**src/rtl/memc_lane_responder.sv**
```systemverilog
// memc_lane_responder
// -------------------
// Memory-controller responder for one PE lane's streaming-op DMA port. It
// arbitrates DMA write and read requests onto a single-port lane SRAM. Read
// data comes back through a small credit-limited FIFO that honours the DMA
// pause signal.
//
// Build option:
//   MEMC_RESP_RR_ARB_EN  defined   -> round-robin write/read arbitration
//                        undefined -> fixed write priority (default)
//
// Ports:
//   clk, reset_poweron                 lane clock, synchronous active-high reset
//   dma__memc__write_valid/_address/_data, memc__dma__write_ready
//                                      DMA write request channel
//   dma__memc__read_valid/_address, memc__dma__read_ready
//                                      DMA read request channel
//   dma__memc__read_pause              DMA cannot take return data this cycle
//   memc__dma__read_data/_data_valid   read return (valid means consumed)
//   memc__sram__enable/_write/_address/_write_data
//                                      SRAM strobe, all zero when idle
//   sram__memc__read_data              SRAM data, valid the cycle after a read
module memc_lane_responder #(
    parameter int DATA_WIDTH = 32,
    parameter int ADDR_WIDTH = 12,
    parameter int FIFO_DEPTH = 4
) (
    input  logic                  clk,
    input  logic                  reset_poweron,
    input  logic                  dma__memc__write_valid,
    input  logic [ADDR_WIDTH-1:0] dma__memc__write_address,
    input  logic [DATA_WIDTH-1:0] dma__memc__write_data,
    output logic                  memc__dma__write_ready,
    input  logic                  dma__memc__read_valid,
    input  logic [ADDR_WIDTH-1:0] dma__memc__read_address,
    output logic                  memc__dma__read_ready,
    input  logic                  dma__memc__read_pause,
    output logic [DATA_WIDTH-1:0] memc__dma__read_data,
    output logic                  memc__dma__read_data_valid,
    output logic                  memc__sram__enable,
    output logic                  memc__sram__write,
    output logic [ADDR_WIDTH-1:0] memc__sram__address,
    output logic [DATA_WIDTH-1:0] memc__sram__write_data,
    input  logic [DATA_WIDTH-1:0] sram__memc__read_data
);

    localparam int PTR_W = (FIFO_DEPTH > 1) ? $clog2(FIFO_DEPTH) : 1;
    localparam int CNT_W = PTR_W + 1;
    localparam logic [CNT_W:0] DEPTH_C = (CNT_W + 1)'(FIFO_DEPTH);

    logic [PTR_W-1:0]      wr_ptr_q, wr_ptr_d;
    logic [PTR_W-1:0]      rd_ptr_q, rd_ptr_d;
    logic [CNT_W-1:0]      count_q, count_d;
    logic                  inflight_q, inflight_d;
    logic [DATA_WIDTH-1:0] fifo_mem [FIFO_DEPTH];

    logic           fifo_empty, fifo_full;
    logic [CNT_W:0] occupancy;
    logic           rd_credit;
    logic           wr_req, rd_req;
    logic           grant_wr, grant_rd;
    logic           push, pop;

    assign fifo_empty = (count_q == '0);
    assign fifo_full  = (count_q == CNT_W'(FIFO_DEPTH));

    // A read accepted last cycle already owns a FIFO slot even though its data
    // has not been pushed yet, so it counts against the credit.
    assign occupancy = {1'b0, count_q} + {{CNT_W{1'b0}}, inflight_q};
    assign rd_credit = (occupancy < DEPTH_C);

    assign wr_req = dma__memc__write_valid && !reset_poweron;
    assign rd_req = dma__memc__read_valid && rd_credit && !reset_poweron;

`ifdef MEMC_RESP_RR_ARB_EN
    localparam logic ARB_WR = 1'b0;
    localparam logic ARB_RD = 1'b1;

    logic arb_ptr_q, arb_ptr_d;
    logic contended;

    // Only a contended cycle consults or moves the pointer.
    assign contended = wr_req && rd_req;
    assign grant_wr  = wr_req && (!contended || (arb_ptr_q == ARB_WR));
    assign grant_rd  = rd_req && (!contended || (arb_ptr_q == ARB_RD));
    assign arb_ptr_d = contended ? ~arb_ptr_q : arb_ptr_q;

    always_ff @(posedge clk) begin
        if (reset_poweron) begin
            arb_ptr_q <= ARB_WR;
        end else begin
            arb_ptr_q <= arb_ptr_d;
        end
    end
`else
    assign grant_wr = wr_req;
    assign grant_rd = rd_req && !wr_req;
`endif

    assign memc__dma__write_ready = grant_wr;
    assign memc__dma__read_ready  = grant_rd;

    assign memc__sram__enable     = grant_wr || grant_rd;
    assign memc__sram__write      = grant_wr;
    assign memc__sram__address    = grant_wr ? dma__memc__write_address :
                                    grant_rd ? dma__memc__read_address  : '0;
    assign memc__sram__write_data = grant_wr ? dma__memc__write_data : '0;

    // SRAM data for last cycle's read lands in the FIFO at the end of this one.
    assign push = inflight_q;
    assign pop  = !fifo_empty && !dma__memc__read_pause && !reset_poweron;

    assign memc__dma__read_data_valid = pop;
    // Stale storage is never visible: an empty FIFO presents zero.
    assign memc__dma__read_data = fifo_empty ? '0 : fifo_mem[rd_ptr_q];

    always_comb begin
        inflight_d = grant_rd;
        wr_ptr_d   = push ? (wr_ptr_q + PTR_W'(1)) : wr_ptr_q;
        rd_ptr_d   = pop  ? (rd_ptr_q + PTR_W'(1)) : rd_ptr_q;
        count_d    = count_q;
        case ({push, pop})
            2'b10:   count_d = count_q + CNT_W'(1);
            2'b01:   count_d = count_q - CNT_W'(1);
            default: count_d = count_q;
        endcase
    end

    always_ff @(posedge clk) begin
        if (reset_poweron) begin
            wr_ptr_q   <= '0;
            rd_ptr_q   <= '0;
            count_q    <= '0;
            inflight_q <= 1'b0;
        end else begin
            wr_ptr_q   <= wr_ptr_d;
            rd_ptr_q   <= rd_ptr_d;
            count_q    <= count_d;
            inflight_q <= inflight_d;
            // Credit accounting makes a push into a full FIFO impossible.
            assert (!(push && fifo_full));
        end
    end

    // Storage carries no reset; the pointers and count define what is live.
    always_ff @(posedge clk) begin
        if (push && !reset_poweron) begin
            fifo_mem[wr_ptr_q] <= sram__memc__read_data;
        end
    end

endmodule

```
**config.mk**
```make
export PLATFORM = sky130hd
export DESIGN_NAME = memc_lane_responder
export DESIGN_NICKNAME = d
export VERILOG_FILES = /design/src/rtl/memc_lane_responder.sv
export SDC_FILE = /design/constraint.sdc
export NUM_CORES = 1
export LEC_CHECK = 0
export ABC_CLOCK_PERIOD_IN_PS = 4850
export CORE_MARGIN = 10
export CORE_UTILIZATION = 51
export DETAILED_ROUTE_END_ITERATION = 10
export GPL_TIMING_DRIVEN = 0
export PLACE_DENSITY = 0.93
export REMOVE_ABC_BUFFERS = 1
export SLEW_MARGIN = 20
export SYNTH_ARGS = -nofsm -noshare
export SYNTH_HDL_FRONTEND = slang
export SYNTH_SLANG_ARGS = --single-unit
export TNS_END_PERCENT = 10
```
**constraint.sdc**
```tcl
create_clock -name clk -period 4.85 [get_ports clk]
set_clock_uncertainty 0.1 [all_clocks]
set_input_delay 0.485 -clock clk [delete_from_list [all_inputs] [get_ports clk]]
set_output_delay 0.485 -clock clk [all_outputs]
set_load 0.005 [all_outputs]
```
After elaboration in Yosys (flattened, before gate mapping)
Memory sizes are Yosys's and may differ from the RTL's. A register that Yosys moved wholly into a read port is not among the register bits.
Index checks and enable logic that the tools add are counted.
Widths: inputs -> output; s select.
{"block": "totals", "register_bits": 8, "n_memories": 1, "ram_bits": 128, "wordCells": 36, "output_inout_bits": 81}
{"memory": "fifo_mem", "words": 4, "word_bits": 32, "read_ports": 1, "rd_clocked_by_memory_dff": 1, "write_ports": 1, "line_no": "55", "rtl": "logic [DATA_WIDTH-1:0] fifo_mem [FIFO_DEPTH];"}
{"block": "classes", "n_eq_ne": 2, "mux": 9, "addsub": 5, "reduce_logical": 14, "order_cmp": 1}
{"operator": "$mux 32", "count": 2}
{"operator": "$mux 12", "count": 2}
{"operator": "$logic_and 1x1->1", "count": 7}
{"operator": "$pmux 3 s2", "count": 1}
{"operator": "$add 2x1->2 const B", "count": 2}
{"operator": "$add 3x1->4", "count": 1}
{"operator": "$logic_not 1->1", "count": 4}
{"operator": "$lt 4x3->1 const B", "count": 1}
{"operator": "$mux 2", "count": 2}
{"operator": "$add 3x1->3 const B", "count": 1}
{"operator": "$logic_not 3->1", "count": 1}
{"operator": "$sub 3x1->3 const B", "count": 1}
{"operator": "$eq 2x1->1 const B", "count": 1}
{"operator": "$eq 2x2->1 const B", "count": 1}
{"operator": "$mux 1", "count": 2}
{"operator": "$reduce_bool 2->1", "count": 1}
{"operator": "$logic_or 1x1->1", "count": 1}

Longest topological paths before layout
{"block": "logic_depth", "depth_word": 7, "depth_mapped": 9, "mapped_depth_nobuf": 8}

Worst setup path after synthesis
OpenSTA, ideal clock, no wires.
{"block": "synth_timing", "path_kind": "input -> register", "startpoint": "in reset_poweron", "endpoint": "reg count_q[2]", "n_path_buf": 1, "setup_slack_ps": 2515, "arrival_ps": 2164, "setup_ps": 71, "stages": 8, "path_cell_list": "clkbuf_1 nor3_1 ha_1 inv_1 fa_1 xor2_1 or3_1 a21oi_1"}
{"block": "synth_between", "elab_chain_cells": 4, "word_cells_on_any_way": 6, "classes_between": "eq/ne (2); mux (1); reduce/logical (3)"}
{"element": "start: declaration", "line_no": "29", "rtl": "input logic reset_poweron,"}
{"element": "$logic_not 1->1 (*)", "line_no": "111", "rtl": "assign pop = !fifo_empty && !dma__memc__read_pause && !reset_poweron;"}
{"element": "$logic_and 1x1->1 (*)", "line_no": "111"}
{"element": "net memc__dma__read_data_valid", "line_no": "39", "rtl": "output logic memc__dma__read_data_valid,"}
{"element": "$eq 2x1->1 or $eq 2x2->1 (tied branches)", "line_no": "122", "rtl": "case ({push, pop})"}
{"element": "$pmux 3 s2 or $reduce_bool 2->1 (tied branches)"}
{"element": "end signal: assignment", "line_no": "138", "rtl": "count_q <= count_d;"}
{"element": "end: declaration", "line_no": "53", "rtl": "logic [CNT_W-1:0] count_q, count_d;"}
Mark *: on every way through the listed nets, which the timed path passes. The rest lies on a longest branch.
A chain may end at the register's enable or synchronous reset.

Worst setup path in the final report
{"block": "layout_timing", "startpoint": "in dma__memc__write_valid", "endpoint": "out memc__sram__address[7]"}
{"block": "layout_between", "elab_chain_cells": 5}
{"element": "start: declaration", "line_no": "30", "rtl": "input logic dma__memc__write_valid,"}
{"element": "$logic_and 1x1->1 (*)", "line_no": "72", "rtl": "assign wr_req = dma__memc__write_valid && !reset_poweron;"}
{"element": "$logic_not 1->1", "line_no": "97", "rtl": "assign grant_rd = rd_req && !wr_req;"}
{"element": "$logic_and 1x1->1", "line_no": "97"}
{"element": "$mux 12", "line_no": "106", "rtl": "grant_rd ? dma__memc__read_address : '0;"}
{"element": "$mux 12 (*)", "line_no": "105", "rtl": "assign memc__sram__address = grant_wr ? dma__memc__write_address :"}
{"element": "end: declaration", "line_no": "42", "rtl": "output logic [ADDR_WIDTH-1:0] memc__sram__address,"}
Mark *: on every way between the ends. The rest lies on a longest branch, timed or not.

==> results.yml <==
run_status:
  outcome: "finished clean"
timing:
  tns_ns: 0
  worstMarginPinSlew_ns: 0.654
  timing.hold.ws_ns: 0.418
  setup_viol_count_final: 0
  hold_viol: 0
  slew_violations: 0
  slew_headroom: 0.564
  fmax_ghz: 0.308
  fin_crit_sh: 0.669
  fin_ws_ns: 1.61
  rsz0062_at_grt: "false"
  fin_crit_ns: 3.24
route:
  wl_per_cell_um: 22.3
  via_count: 3441
  drt_iter0_drc: 252
  postRouteAntennaNets: 0
  wl_um: 14400
  vias_per_cell: 5.33
  drcViolationCount: 0
  dr.pass1.iters: 4
floorplan:
  ios: 174
  die_w_um: 126
  initial_core_util: 0.525
  die_y_um: 126
  die_area_mm2: 0.0158
  coreArea_mm2: 0.0109
  num_rows: 38
place:
  portBuffers: 173
  dpl_cell_area_mm2: 0.00768
  routabilityCongestion: 0.726
  dpl_worst_slack_ns: 1.60
  place_hpwl_um: 10200
global_route:
  grt_max_degree: 33
  grt_antenna_before_repair: 0
  track_usage: 0.183
  grt_pass1_vias: 3896
  grt_pass1_wl_um: 22200
  grt_overflow: 0
worst_setup_path:
  startpoint: "dma__memc__write_valid"
  crit_fanout: 31
  crit_type: "in2out"
  ff2ff_setup_slack_ns: 2.63
  endpoint: "memc__sram__address[7]"
  max_stage_delay_ns: 0.56
  crit_path_cell_trace: "clkdlybuf4s50_1, inv_1, nor2_2, buf_8, a32o_1, clkdlybuf4s50_1"
  end_kind: "primary output"
  r2r_cells: 8
  r2r_end: "count_q[2]$_SDFFE_PP0P_"
  worstPathRequired_ns: 4.26
  cp.arrival_ns: 2.66
  crit_top_cell: "clkdlybuf4s50_1"
  r2r_start: "count_q[2]$_SDFFE_PP0P_"
  slowest_stage: "clkdlybuf4s50_1"
  startpoint_type: "input port"
cts:
  clock_latency_ns: 0.52
  clock-sinks: 138
  cts_tree: "done"
  post_cts_buffers: 0
  cts-root-buf: "clkbuf_8"
  cts_hold_buffers: 0
  post_cts_resized: 0
  cts_buffers: 17
  htreeDepth: 4
  cts_buffer_depth: 2
  clk_pin_slew_worst_paths_ns: 0.06
power:
  vdd_drop_max_uv: 241
  p_leak_nw: 2.68
  power_mw: 2.87
  p_per_area_mw_per_mm2: 348
synthesis:
  syn_inst: 311
  netlist_area_mm2: 0.00572
  synth_cell_type_count: 27
  async_reset_ff_frac: 0
  ys_warn_count: 0
  synth_edf_count: 128
  synth_top_flop_cell: "edfxtp_1"
  synth-seq-cells: 138
  syn_avg_cell_area_um2: 18.4
  ys_seq_area_frac: 0.708
cells_and_area:
  final_nets: 592
  num_antenna_cells: 0
  drive_gt1_frac: 0.164
  final_cell_area_mm2: 0.00825
  syn2layout_area_growth_pct: 44.3
  fillers: 602
min_path:
  holdCritPathClass: "reg2reg"
run:
  maxCapViolCount: 0
## cell type report
| class | instances | area, um2 | area share |
|---|---|---|---|
| Tap cell | 140 | 175 | 0.0212 |
| Clock buffer | 17 | 414 | 0.0502 |
| Clock inverter | 14 | 156 | 0.0190 |
| Timing Repair Buffer | 181 | 1880 | 0.228 |
| Sequential cell | 138 | 4050 | 0.491 |
| Multi-Input combinational cell | 148 | 1550 | 0.188 |
| Inverter | 7 | 26.3 | 0.00319 |
## layer usage
layer,share of wire,track usage,vias up
li1,-,-,1574
met1,0.36,0.190,1688
met2,0.52,0.316,166
met3,0.11,0.0986,13
met4,0.012,0.0522,0
met5,0,0,-
## cell usage after synthesis (2+ instances only)
| master | n | area (um2) |
|---|---|---|
| a21oi_1 | 5 | 25.0 |
| a32o_1 | 12 | 120 |
| and2_1 | 36 | 225 |
| and2_2 | 2 | 15.0 |
| buf_2 | 5 | 25.0 |
| buf_6 | 4 | 45.0 |
| clkbuf_1 | 8 | 30.0 |
| dfxtp_1 | 10 | 200 |
| edfxtp_1 | 128 | 3840 |
| ha_1 | 5 | 62.6 |
| inv_1 | 5 | 18.8 |
| inv_2 | 2 | 7.51 |
| mux4_2 | 32 | 721 |
| nor2_1 | 8 | 30.0 |
| nor2b_1 | 32 | 200 |
| o21ai_0 | 3 | 15.0 |
| or3_1 | 3 | 18.8 |
| xor2_1 | 2 | 17.5 |
## registers in the layout, summed over array words and instances, names as in the netlist, named ones only
| name | cells |
|---|---|
| fifo_mem | 128 |
| count_q | 3 |
| rd_ptr_q | 2 |
| wr_ptr_q | 2 |
| inflight_q | 1 |
## report_power, final
| part | total (mW) | internal [mW] | switching [mW] |
|---|---|---|---|
| Sequential | 1.33 | 1.31 | 0.0198 |
| Combinational | 0.315 | 0.206 | 0.109 |
| Clock | 1.22 | 0.771 | 0.451 |
| Total | 2.87 | 2.29 | 0.579 |
## stage by stage
step	utilization	std cells
after floorplan	-	293
after global placement	0.690	606
after detailed placement	0.705	614
after CTS	0.758	645
after global routing	0.758	645
final	0.758	645
## cell families after synthesis
family	count (synthesis)	share of synthesized area
simple gates	85	0.0904
fa+ha+maj	6	0.0144
compound gates	21	0.0317
xor+xnor	3	0.00460
mux	33	0.128
buf+inv	25	0.0234
flops	138	0.708
## cells in the final DEF (no fill, tap or decap)
cell type        instances
clkdlybuf4s50_1        173
edfxtp_1               128
mux4_2                  32
nor2b_1                 32
and2_1                  32
clkbuf_16               16
a32o_1                  12
dfxtp_1                  8
nor2_1                   7
and2_2                   6
inv_1                    5
a21oi_1                  5
ha_1                     5
clkinv_2                 5
clkinvlp_4               5
buf_12                   5
o21ai_0                  3
or3_1                    3
bufinv_16                3
buf_8                    3
inv_2                    2
xor2_1                   2
nor3_4                   1
nor3_1                   1
nor2_2                   1
o311a_4                  1
or2_1                    1
xnor2_1                  1
nand2b_1                 1
mux2i_1                  1
fa_1                     1
dfxtp_4                  1
dfxtp_2                  1
clkbuf_8                 1
clkinv_1                 1
## how the worst min path moves through the flow
stage	end	startpoint	depth (start not counted)	slack [ns]
2_1_floorplan	register	rd_ptr_q[1]$_SDFFE_PP0P_	2	0.35
3_3_place_gp	register	rd_ptr_q[1]$_SDFFE_PP0P_	2	0.37
3_5_place_dp	register	rd_ptr_q[1]$_SDFFE_PP0P_	2	0.40
4_1_cts	register	rd_ptr_q[1]$_SDFFE_PP0P_	2	0.41
5_1_grt	register	rd_ptr_q[0]$_SDFFE_PP0P_	2	0.47
6_report	register	rd_ptr_q[1]$_SDFFE_PP0P_	2	0.42
## critical path: cells and delay by family
| kind | cells | cell delay (ns) |
|---|---|---|
| AND/OR/NAND/NOR | 1 | 0.54 |
| AO/OA/AOI/OAI | 1 | 0.15 |
| buffers and inverters | 4 | 1.48 |
Note: power is estimated with default switching activity, not from simulation.
